===== config.mk =====
export PLATFORM = sky130hd
export DESIGN_NAME = sfx_sequencer
export DESIGN_NICKNAME = d
export VERILOG_FILES = /design/src/rtl/sfx_sequencer.sv
export SDC_FILE = /design/constraint.sdc
export NUM_CORES = 1
export LEC_CHECK = 0
export CAP_MARGIN = 40
export CELL_PAD_IN_SITES_DETAIL_PLACEMENT = 0
export CELL_PAD_IN_SITES_GLOBAL_PLACEMENT = 2
export CORE_ASPECT_RATIO = 0.8
export CORE_UTILIZATION = 37
export CTS_CLUSTER_SIZE = 40
export DETAILED_ROUTE_END_ITERATION = 6
export PLACE_DENSITY_LB_ADDON = 0.2
export SLEW_MARGIN = 20
export SYNTH_ARGS = -nofsm -noshare
export SYNTH_HDL_FRONTEND = slang
export SYNTH_SLANG_ARGS = --single-unit

===== constraint.sdc =====
create_clock -name clk -period 4.41 [get_ports clk]
set_clock_uncertainty 0.05 [all_clocks]
set_input_delay 0.441 -clock clk [delete_from_list [all_inputs] [get_ports clk]]
set_output_delay 0.441 -clock clk [all_outputs]
set_load 0.005 [all_outputs]

===== src/rtl/sfx_sequencer.sv =====
// rtl/sfx_sequencer.sv - four-sound, four-step tone sequencer with priority triggers
//
// Purpose: plays one of four fixed tone sequences. Each sound has up to four
// (period, duration) steps. Durations are counted in ticks of TICK_DIV clocks.
// Requests are latched in a pending mask and served highest id first.
//
// Ports:
//   clk        rising-edge clock
//   rst        asynchronous active-high reset
//   trigger    one request bit per sound id (bit 3 = highest priority)
//   period     tone period for the square-wave generator, 0 = silence
//   busy       high while a sound is being loaded or played
//   active_id  id of the sound being sequenced, valid while busy
//
// Build option: SFX_PREEMPT_EN - when defined, a pending request with
// id >= the playing id interrupts PLAY; an equal id restarts the sound.
module sfx_sequencer #(
  parameter int PERIOD_WIDTH = 32,
  parameter int TICK_DIV     = 500000
) (
  input  logic                    clk,
  input  logic                    rst,
  input  logic [3:0]              trigger,
  output logic [PERIOD_WIDTH-1:0] period,
  output logic                    busy,
  output logic [1:0]              active_id
);

  typedef enum logic [1:0] {S_IDLE, S_LOAD, S_PLAY} state_t;

  // TICK_DIV is at most 2^24-1, so a 24-bit tick counter never wraps.
  localparam logic [23:0] TICK_LAST = 24'(TICK_DIV - 1);

  state_t                  state_q;
  logic [3:0]              pending_q;
  logic [3:0]              pending_d;
  logic [1:0]              id_q;
  logic [1:0]              step_q;
  logic [PERIOD_WIDTH-1:0] period_q;
  logic                    busy_q;
  // Longest step in the table is 4 ticks; 3 bits hold 0..7.
  logic [2:0]              dur_q;
  logic [2:0]              dcnt_q;
  logic [23:0]             tick_q;

  logic [16:0] tab_period;
  logic [2:0]  tab_dur;
  logic [1:0]  hi_id;
  logic        pend_any;
  logic        preempt;
  logic        take;
  logic        tick_last;
  logic        dur_last;

  // Sound table, indexed by the sound and step currently held.
  always_comb begin
    tab_period = '0;
    tab_dur    = '0;
    case ({id_q, step_q})
      4'b00_00: begin tab_period = 17'd50000;  tab_dur = 3'd2; end
      4'b01_00: begin tab_period = 17'd20000;  tab_dur = 3'd1; end
      4'b01_01: begin tab_period = 17'd25000;  tab_dur = 3'd1; end
      4'b01_10: begin tab_period = 17'd30000;  tab_dur = 3'd1; end
      4'b10_00: begin tab_period = 17'd60000;  tab_dur = 3'd2; end
      4'b10_01: begin tab_period = 17'd0;      tab_dur = 3'd1; end
      4'b10_10: begin tab_period = 17'd60000;  tab_dur = 3'd2; end
      4'b11_00: begin tab_period = 17'd80000;  tab_dur = 3'd4; end
      4'b11_01: begin tab_period = 17'd90000;  tab_dur = 3'd4; end
      4'b11_10: begin tab_period = 17'd100000; tab_dur = 3'd4; end
      4'b11_11: begin tab_period = 17'd110000; tab_dur = 3'd4; end
      default: ;
    endcase
  end

  // Highest set pending bit; the ascending loop lets higher ids overwrite.
  always_comb begin
    hi_id = 2'd0;
    for (int i = 0; i < 4; i++) begin
      if (pending_q[i]) hi_id = 2'(i);
    end
  end

  assign pend_any = |pending_q;

`ifdef SFX_PREEMPT_EN
  // The highest pending id is the one that would be chosen, so comparing it
  // alone covers "any pending id >= active id".
  assign preempt = (state_q == S_PLAY) && pend_any && (hi_id >= id_q);
`else
  assign preempt = 1'b0;
`endif

  assign take = ((state_q == S_IDLE) && pend_any) || preempt;

  // Clear the selected request first, then OR in new triggers so a request
  // sampled on the clearing edge survives.
  always_comb begin
    pending_d = pending_q;
    if (take) pending_d[hi_id] = 1'b0;
    pending_d = pending_d | trigger;
  end

  assign tick_last = (tick_q == TICK_LAST);
  assign dur_last  = (dcnt_q == (dur_q - 3'd1));

  always_ff @(posedge clk or posedge rst) begin
    if (rst) begin
      state_q   <= S_IDLE;
      pending_q <= '0;
      id_q      <= '0;
      step_q    <= '0;
      period_q  <= '0;
      busy_q    <= 1'b0;
      dur_q     <= '0;
      dcnt_q    <= '0;
      tick_q    <= '0;
    end else begin
      pending_q <= pending_d;
      if (take) begin
        // period_q is left alone so it holds through the LOAD cycle.
        state_q <= S_LOAD;
        busy_q  <= 1'b1;
        id_q    <= hi_id;
        step_q  <= 2'd0;
      end else begin
        case (state_q)
          S_IDLE: ;
          S_LOAD: begin
            if (tab_dur == 3'd0) begin
              period_q <= '0;
              busy_q   <= 1'b0;
              state_q  <= S_IDLE;
            end else begin
              period_q <= PERIOD_WIDTH'(tab_period);
              dur_q    <= tab_dur;
              dcnt_q   <= 3'd0;
              tick_q   <= 24'd0;
              state_q  <= S_PLAY;
            end
          end
          S_PLAY: begin
            if (tick_last) begin
              tick_q <= 24'd0;
              if (dur_last) begin
                dcnt_q <= 3'd0;
                if (step_q == 2'd3) begin
                  period_q <= '0;
                  busy_q   <= 1'b0;
                  state_q  <= S_IDLE;
                end else begin
                  step_q  <= step_q + 2'd1;
                  state_q <= S_LOAD;
                end
              end else begin
                dcnt_q <= dcnt_q + 3'd1;
              end
            end else begin
              tick_q <= tick_q + 24'd1;
            end
          end
          default: state_q <= S_IDLE;
        endcase
      end
    end
  end

  assign period    = period_q;
  assign busy      = busy_q;
  assign active_id = id_q;

endmodule


==> results of run 1 <==
-- worst paths after layout --
path | cells past startpoint | slack [ns] | from | to
worst max-delay path | 7 | 1.70 | step_q[0] | tick_q[13]
worst min-delay path | 2 | 0.42 | rst | pending_q[0]
worst max register to register | 7 | 1.70 | step_q[0] | tick_q[13]
worst min register to register | 1 | 0.42 | period[14] | period[14]
max in group asynchronous | 3 | 3.07 | rst | dcnt_q[2]
min in group clk | 1 | 0.42 | period[14] | period[14]
-- cells in the final DEF (no fill, tap or decap), types with 4 or more instances in the layout --
cell                              count
sky130_fd_sc_hd__a21o_1               9
sky130_fd_sc_hd__a21oi_1             15
sky130_fd_sc_hd__a22o_1               7
sky130_fd_sc_hd__a31oi_1              6
sky130_fd_sc_hd__and3_1               5
sky130_fd_sc_hd__buf_4                4
sky130_fd_sc_hd__clkbuf_16            5
sky130_fd_sc_hd__clkdlybuf4s50_1     22
sky130_fd_sc_hd__conb_1              18
sky130_fd_sc_hd__dfrtp_1             55
sky130_fd_sc_hd__ha_1                10
sky130_fd_sc_hd__inv_1               18
sky130_fd_sc_hd__mux2_2               4
sky130_fd_sc_hd__nand2_1             29
sky130_fd_sc_hd__nand3_1             12
sky130_fd_sc_hd__nand4_1              8
sky130_fd_sc_hd__nor2_1              35
sky130_fd_sc_hd__nor2b_1              5
sky130_fd_sc_hd__o21ai_0             21
sky130_fd_sc_hd__o21ai_1              5
sky130_fd_sc_hd__o2bb2ai_1            8
sky130_fd_sc_hd__o31ai_1              4
sky130_fd_sc_hd__or2_2                4
sky130_fd_sc_hd__or4_1                5
sky130_fd_sc_hd__xnor2_1              5
-- sequential cells by signal, summed over array words and instances, names as in the netlist --
name       cells
pending_q      4
tick_q        24
state_q        2
step_q         2
dur_q          3
period        14
busy           1
dcnt_q         3
active_id      2
-- metal layers --
layer	share of wire [%]	wire length [um]	track usage (%)	vias to the layer above
li1	-	-	-	1336
met4	0.68	52	3.32	0
met5	0	0	0	-
met3	5.1	385	2.92	4
met1	57	4330	29.0	1242
met2	37	2840	21.9	74
-- logic make-up after synthesis --
family	Yosys count	share of synthesized area (%)
flops	55	40.8
fa+ha+maj	10	3.71
xor+xnor	8	2.53
mux	7	2.23
buf+inv	53	8.39
other cells	1	0.111
compound gates	106	22.1
simple gates	127	20.1
-- stage by stage --
| step | utilization (%) | hold slack [ns] |
|---|---|---|
| floorplan | - | 0.424 |
| global placement | 41.7 | 0.412 |
| detailed placement | 41.9 | 0.416 |
| CTS | 43.7 | 0.430 |
| global route | 43.7 | 0.441 |
| finish | 43.7 | 0.415 |
-- critical path, stage by stage (launching register included) --
cell                      delay [ns]
sky130_fd_sc_hd__dfrtp_1        0.40
sky130_fd_sc_hd__inv_1          0.11
sky130_fd_sc_hd__ha_1           0.44
sky130_fd_sc_hd__a31oi_1        0.17
sky130_fd_sc_hd__a311o_1        0.64
sky130_fd_sc_hd__buf_8          0.24
sky130_fd_sc_hd__or4_1          0.50
sky130_fd_sc_hd__o21ai_1        0.08
-- where the power goes --
group	switching, W	internal, W	leakage, nW
registers	0.00000507	0.000509	0.673
clock network	0.000186	0.000227	0.0731
logic	0.0000226	0.0000198	0.915
total	0.000213	0.000756	1.66
-- final cells by class --
class | instances | area, sq um
fill | 850 | 4880
multi-input combinational | 276 | 1770
sequential | 55 | 1380
timing repair buffer | 28 | 269
tap | 112 | 140
clock buffer | 6 | 139
inverter | 19 | 71.3
clock inverter | 2 | 16.3
==> impl_summary.log, run 1 <==
INFO  metric run_status = finished, final reports clean
INFO  metric detail_route.vias_per_cell = 5.33
INFO  metric stdcell_count = 498
INFO  metric critical_path.max_fanout = 15
INFO  metric wire_length_of_the_first_global_routing_pass = 12600 um
INFO  metric post-dp-hpwl = 5590 um
INFO  metric yosysUniqueCellTypes = 65
INFO  metric total_leakage_power = 1.66 nW
INFO  metric synth_largest_type_area_fraction = 40.8%
INFO  metric ys_seq_area_share = 40.8%
INFO  metric finalSetupViolCount = 0
INFO  metric place_ws = 1.72 ns
INFO  metric post-route-worst-setup-slack = 1.70 ns
INFO  metric worst_setup_path_start_kind = register
INFO  metric tritoncts_num_sinks = 55
INFO  metric n_diodes = 0
INFO  metric synthFlopType = sky130_fd_sc_hd__dfrtp_1
INFO  metric rows = 30
INFO  metric ctsLongestPathBuffers = 2
INFO  metric post_drt_wl_per_cell = 15.3 um
INFO  metric asyncSetResetFlopFracSynth = 100%
INFO  metric route.final.wire_length = 7610 um
INFO  metric grt_antenna_before_repair = 0
INFO  metric rsz0062_at_grt = no
INFO  metric globalRouteOverflowTotal = 0
INFO  metric cap_violations = 0
INFO  metric max_slew_vio_count = 0
INFO  metric antenna_violating_nets_post_route = 0
INFO  metric timing.hold.worst.class = input port to asynchronous set/reset pin
INFO  metric first_drt_pass_iteration_count = 4
INFO  metric period_share = 61.4%
INFO  metric largest_net_degree_at_the_start_of_global_routing = 36
INFO  metric via_count_of_the_first_global_routing_pass = 2357
INFO  metric areaGrowthSynthToFinish = 12.4%
INFO  metric root_buffer = sky130_fd_sc_hd__clkbuf_16
INFO  metric max_frequency = 370 MHz
INFO  metric num_vias = 2656
INFO  metric final.setup.tns = 0 ns
INFO  metric cts_tree = yes
INFO  metric endpoint_kind = register
INFO  metric cts_resized = 0
INFO  metric worst_case_headroom_to_the_max_slew_limit = 45.3%
INFO  metric pwr_cell_area = 256 nW/um^2
INFO  metric synth_area = 3370 sq um
INFO  metric timing_hold_violations_final = 0
INFO  metric worst-endpoint-arrival = 2.88 ns
INFO  metric dr.first_iter.drc_count = 175
INFO  metric power.total = 0.000969 W
INFO  metric ioPinCount = 41
INFO  metric ctsHtreeMaxLevel = 2
INFO  metric ys_warn_count = 0
INFO  metric die_y = 87.4 um
INFO  metric cts_made_buffers = 5
INFO  metric worst_pin_slew = 0.814 ns
INFO  metric synth.cells.most_frequent = 55 x sky130_fd_sc_hd__dfrtp_1, 35 x sky130_fd_sc_hd__nor2_1, 29 x sky130_fd_sc_hd__nand2_1
INFO  metric gp_routability_congestion = 0.818
INFO  metric finalCriticalPeriod = 2.71 ns
INFO  metric cts.reportedPaths.clkPinSlew = 0.08 ns
INFO  metric cts_setup_buffers = 0
INFO  metric synth_edf_count = 0
INFO  metric floorplan.initialDensity = 38.9%
INFO  metric post_synthesis_cell_type_with_the_largest_combined_area = sky130_fd_sc_hd__dfrtp_1
INFO  metric synth.ff_latch_count = 55
INFO  metric finish.instance_area = 3790 sq um
INFO  metric cts.hold.buffers_added = 0
INFO  metric die_area = 9490 sq um
INFO  metric post_synth.cell_area_avg = 9.18 sq um
INFO  metric critical_path_start_end_classification = register to register
INFO  metric synth.most_common_cell = sky130_fd_sc_hd__dfrtp_1
INFO  metric drc = 0
INFO  metric die_width = 109 um
INFO  metric placedInstanceArea = 3630 sq um
INFO  metric synth_cells = 367
INFO  metric netlist_top_cells_area = sky130_fd_sc_hd__dfrtp_1 41%, sky130_fd_sc_hd__buf_4 4.2%, sky130_fd_sc_hd__nor2_1 3.9%, sky130_fd_sc_hd__ha_1 3.7%, sky130_fd_sc_hd__nand2_1 3.2%
INFO  metric placed_cells_incl_taps = 490
INFO  metric port-buffer-count = 22
INFO  metric grt_usage = 17.2%
INFO  metric clock_latency_reported_for_the_late_side_of_the_worst_skew_pair = 0.29 ns
INFO  metric drive_gt1_share = 8.03%
INFO  metric vdd_drop_max = 0.257 mV
INFO  metric core_area = 8670 sq um
INFO  metric crit_required = 4.59 ns
INFO  metric layout.nets = 401
Note: power is estimated with default switching activity, not from simulation.
==> run 2: changes to the inputs <==
- CORE_UTILIZATION: 37 -> 35
- clock period: 4.41 -> 2.6 ns (I/O delays scaled with it)
==> run 2 against run 1 <==
  * The flow now finishes with violations (design-rule violations)
  * Die area increased by 5.6%
  * Clock power increased by 55%
  * Critical endpoint is now tick_q[18]
  * Flip-flop and latch count unchanged
  * Global-route usage decreased by 0.27 points
  * First-iteration DRC count decreased by 21%
  * Design area increased by 3.8%
  * Sequential share of layout area decreased by 1.3 points
  * Fmax increased by 15%
  * Wire length increased by 7.6%
  * Highest routed layer unchanged
  * Register-to-register slack got worse by 1.5 ns
  * Worst setup slack got worse by 1.5 ns
==> impl_summary.log, run 2 (synthesized netlist as in run 1, its figures left out) <==
INFO  metric wire_length_of_the_first_global_routing_pass = 13600 um
INFO  metric gp_routability_congestion = 0.755
INFO  metric total_leakage_power = 1.76 nW
INFO  metric final_common_cell = sky130_fd_sc_hd__dfrtp_1
INFO  metric critPathTopFamily = simple AND/OR/NAND/NOR gates
INFO  metric ff_latch_area = 1380 sq um
INFO  metric cts.reportedPaths.clkPinSlew = 0.07 ns
INFO  metric layout.nets = 422
INFO  metric largest_net_degree_at_the_start_of_global_routing = 35
INFO  metric cts_resized = 0
INFO  metric first_drt_pass_iteration_count = 6
INFO  metric post_drt_wl_per_cell = 15.7 um
INFO  metric grt_antenna_before_repair = 0
INFO  metric reg2reg_to = tick_q[18]
INFO  metric run_status = finished with violations
INFO  metric dr.first_iter.drc_count = 139
INFO  metric die_width = 112 um
INFO  metric num_vias = 2769
INFO  metric cpMaxStageDelayCell = sky130_fd_sc_hd__dfrtp_1
INFO  metric route.final.wire_length = 8190 um
INFO  metric nFillCells = 926
INFO  metric clock_latency_reported_for_the_late_side_of_the_worst_skew_pair = 0.29 ns
INFO  metric cap_violations = 0
INFO  metric root_buffer = sky130_fd_sc_hd__clkbuf_16
INFO  metric ctsLongestPathBuffers = 2
INFO  metric crit_chain = ha_1 > nand4_1 > buf_4 > nor4_1 > buf_4 > nand3_1 > or4_1 > o21ai_1
INFO  metric die_area = 10000 sq um
INFO  metric cts_setup_buffers = 0
INFO  metric antenna_violating_nets_post_route = 0
INFO  metric ioPinCount = 41
INFO  metric period_share = 90.5%
INFO  metric n_diodes = 0
INFO  metric layout.cells.most_common_list = 55 x sky130_fd_sc_hd__dfrtp_1, 35 x sky130_fd_sc_hd__nor2_1, 29 x sky130_fd_sc_hd__nand2_1
INFO  metric max_frequency = 425 MHz
INFO  metric rows = 31
INFO  metric areaGrowthSynthToFinish = 16.6%
INFO  metric tritoncts_num_sinks = 55
INFO  metric grt_usage = 16.9%
INFO  metric placedInstanceArea = 3800 sq um
INFO  metric top_register = tick_q
INFO  metric finalCriticalPeriod = 2.35 ns
INFO  metric worst_case_headroom_to_the_max_slew_limit = 50.6%
INFO  metric cts.hold.buffers_added = 0
INFO  metric core_area = 9190 sq um
INFO  metric critical_path_start_end_classification = register to register
INFO  metric finish.instance_area = 3930 sq um
INFO  metric pwr_cell_area = 404 nW/um^2
INFO  metric cp_common_cell = sky130_fd_sc_hd__buf_4
INFO  metric die_y = 89.8 um
INFO  metric via_count_of_the_first_global_routing_pass = 2550
INFO  metric critical_path.max_fanout = 6
INFO  metric r2r_start = tick_q[0]
INFO  metric crit_required = 2.77 ns
INFO  metric detail_route.vias_per_cell = 5.33
INFO  metric place_ws = 0.261 ns
INFO  metric timing.hold.worst.class = input port to asynchronous set/reset pin
INFO  metric drive_gt1_share = 12.3%
INFO  metric max_slew_vio_count = 0
INFO  metric ctsHtreeMaxLevel = 2
INFO  metric vdd_drop_max = 0.208 mV
INFO  metric timing.critical_path.slowest_cell_delay = 0.45 ns
INFO  metric cts_tree = yes
INFO  metric worst_r2r_path_depth = 8
INFO  metric rsz0062_at_grt = no
INFO  metric globalRouteOverflowTotal = 0
INFO  metric cts_made_buffers = 5
INFO  metric worst_pin_slew = 0.731 ns
INFO  metric post-route-worst-setup-slack = 0.247 ns
INFO  metric port-buffer-count = 22
INFO  metric endpoint_kind = register
INFO  metric final.setup.tns = 0 ns
INFO  metric timing_hold_violations_final = 0
INFO  metric cp.buffers_inverters = 2
INFO  metric largest_register_ffs = 24
INFO  metric worst_setup_path_start_kind = register
INFO  metric floorplan.initialDensity = 36.7%
INFO  metric drc = 2
INFO  metric post-dp-hpwl = 6090 um
INFO  metric worst-endpoint-arrival = 2.52 ns
INFO  metric ff2ff_setup_slack = 0.25 ns
INFO  metric multiInputGateArea = 1770 sq um
INFO  metric finalSetupViolCount = 0
INFO  metric failed_checks = design-rule violations
-- run 2: metrics by stage --
step	total power [W]	std cells	hold WS [ns]	utilization [%]
after floorplan	0.000948	384	0.302	-
after global placement	0.000966	514	0.426	41.4
after detailed placement	0.000966	514	0.427	41.4
after CTS	0.00162	520	0.275	42.8
after global routing	0.00166	520	0.336	42.8
final	0.00159	520	0.264	42.8
-- run 2: layout make-up --
type	count	area share (%)
Clock buffer	6	3.28
Inverter	19	1.81
Multi-Input combinational cell	276	45.1
Sequential cell	55	35.0
Tap cell	115	3.66
Timing Repair Buffer	49	11.1
-- run 2: report_power, final --
| part | internal [W] | total [W] | switching [W] | leakage, nW |
|---|---|---|---|---|
| Combinational | 0.0000365 | 0.0000790 | 0.0000425 | 1.03 |
| Clock | 0.000348 | 0.000639 | 0.000291 | 0.0628 |
| Sequential | 0.000864 | 0.000869 | 0.00000501 | 0.673 |
-- run 2: worst register-to-register path, cell delays in order, from the launching register on --
cell	delay, ns
sky130_fd_sc_hd__dfrtp_1	0.45
sky130_fd_sc_hd__ha_1	0.25
sky130_fd_sc_hd__nand4_1	0.20
sky130_fd_sc_hd__buf_4	0.20
sky130_fd_sc_hd__nor4_1	0.36
sky130_fd_sc_hd__buf_4	0.21
sky130_fd_sc_hd__nand3_1	0.09
sky130_fd_sc_hd__or4_1	0.40
sky130_fd_sc_hd__o21ai_1	0.08
-- run 2: layer usage --
layer	GRT usage, %	vias up	routed length, um
met3	3.03	2	186
met5	0	-	0
met1	28.0	1355	4890
met2	22.3	47	3080
met4	3.04	0	31
li1	-	1365	-
-- run 2: how the worst max path moves through the flow --
stage	start	to	slack [ns]	cells past startpoint
final	tick_q[0]	tick_q[18]	0.25	8
after global routing	tick_q[0]	tick_q[18]	0.13	8
after CTS	tick_q[0]	tick_q[18]	0.22	8
after detailed placement	tick_q[12]	period[6]	0.26	6
after global placement	tick_q[0]	period[6]	0.30	7
after floorplan	step_q[1]	tick_q[17]	0.44	7
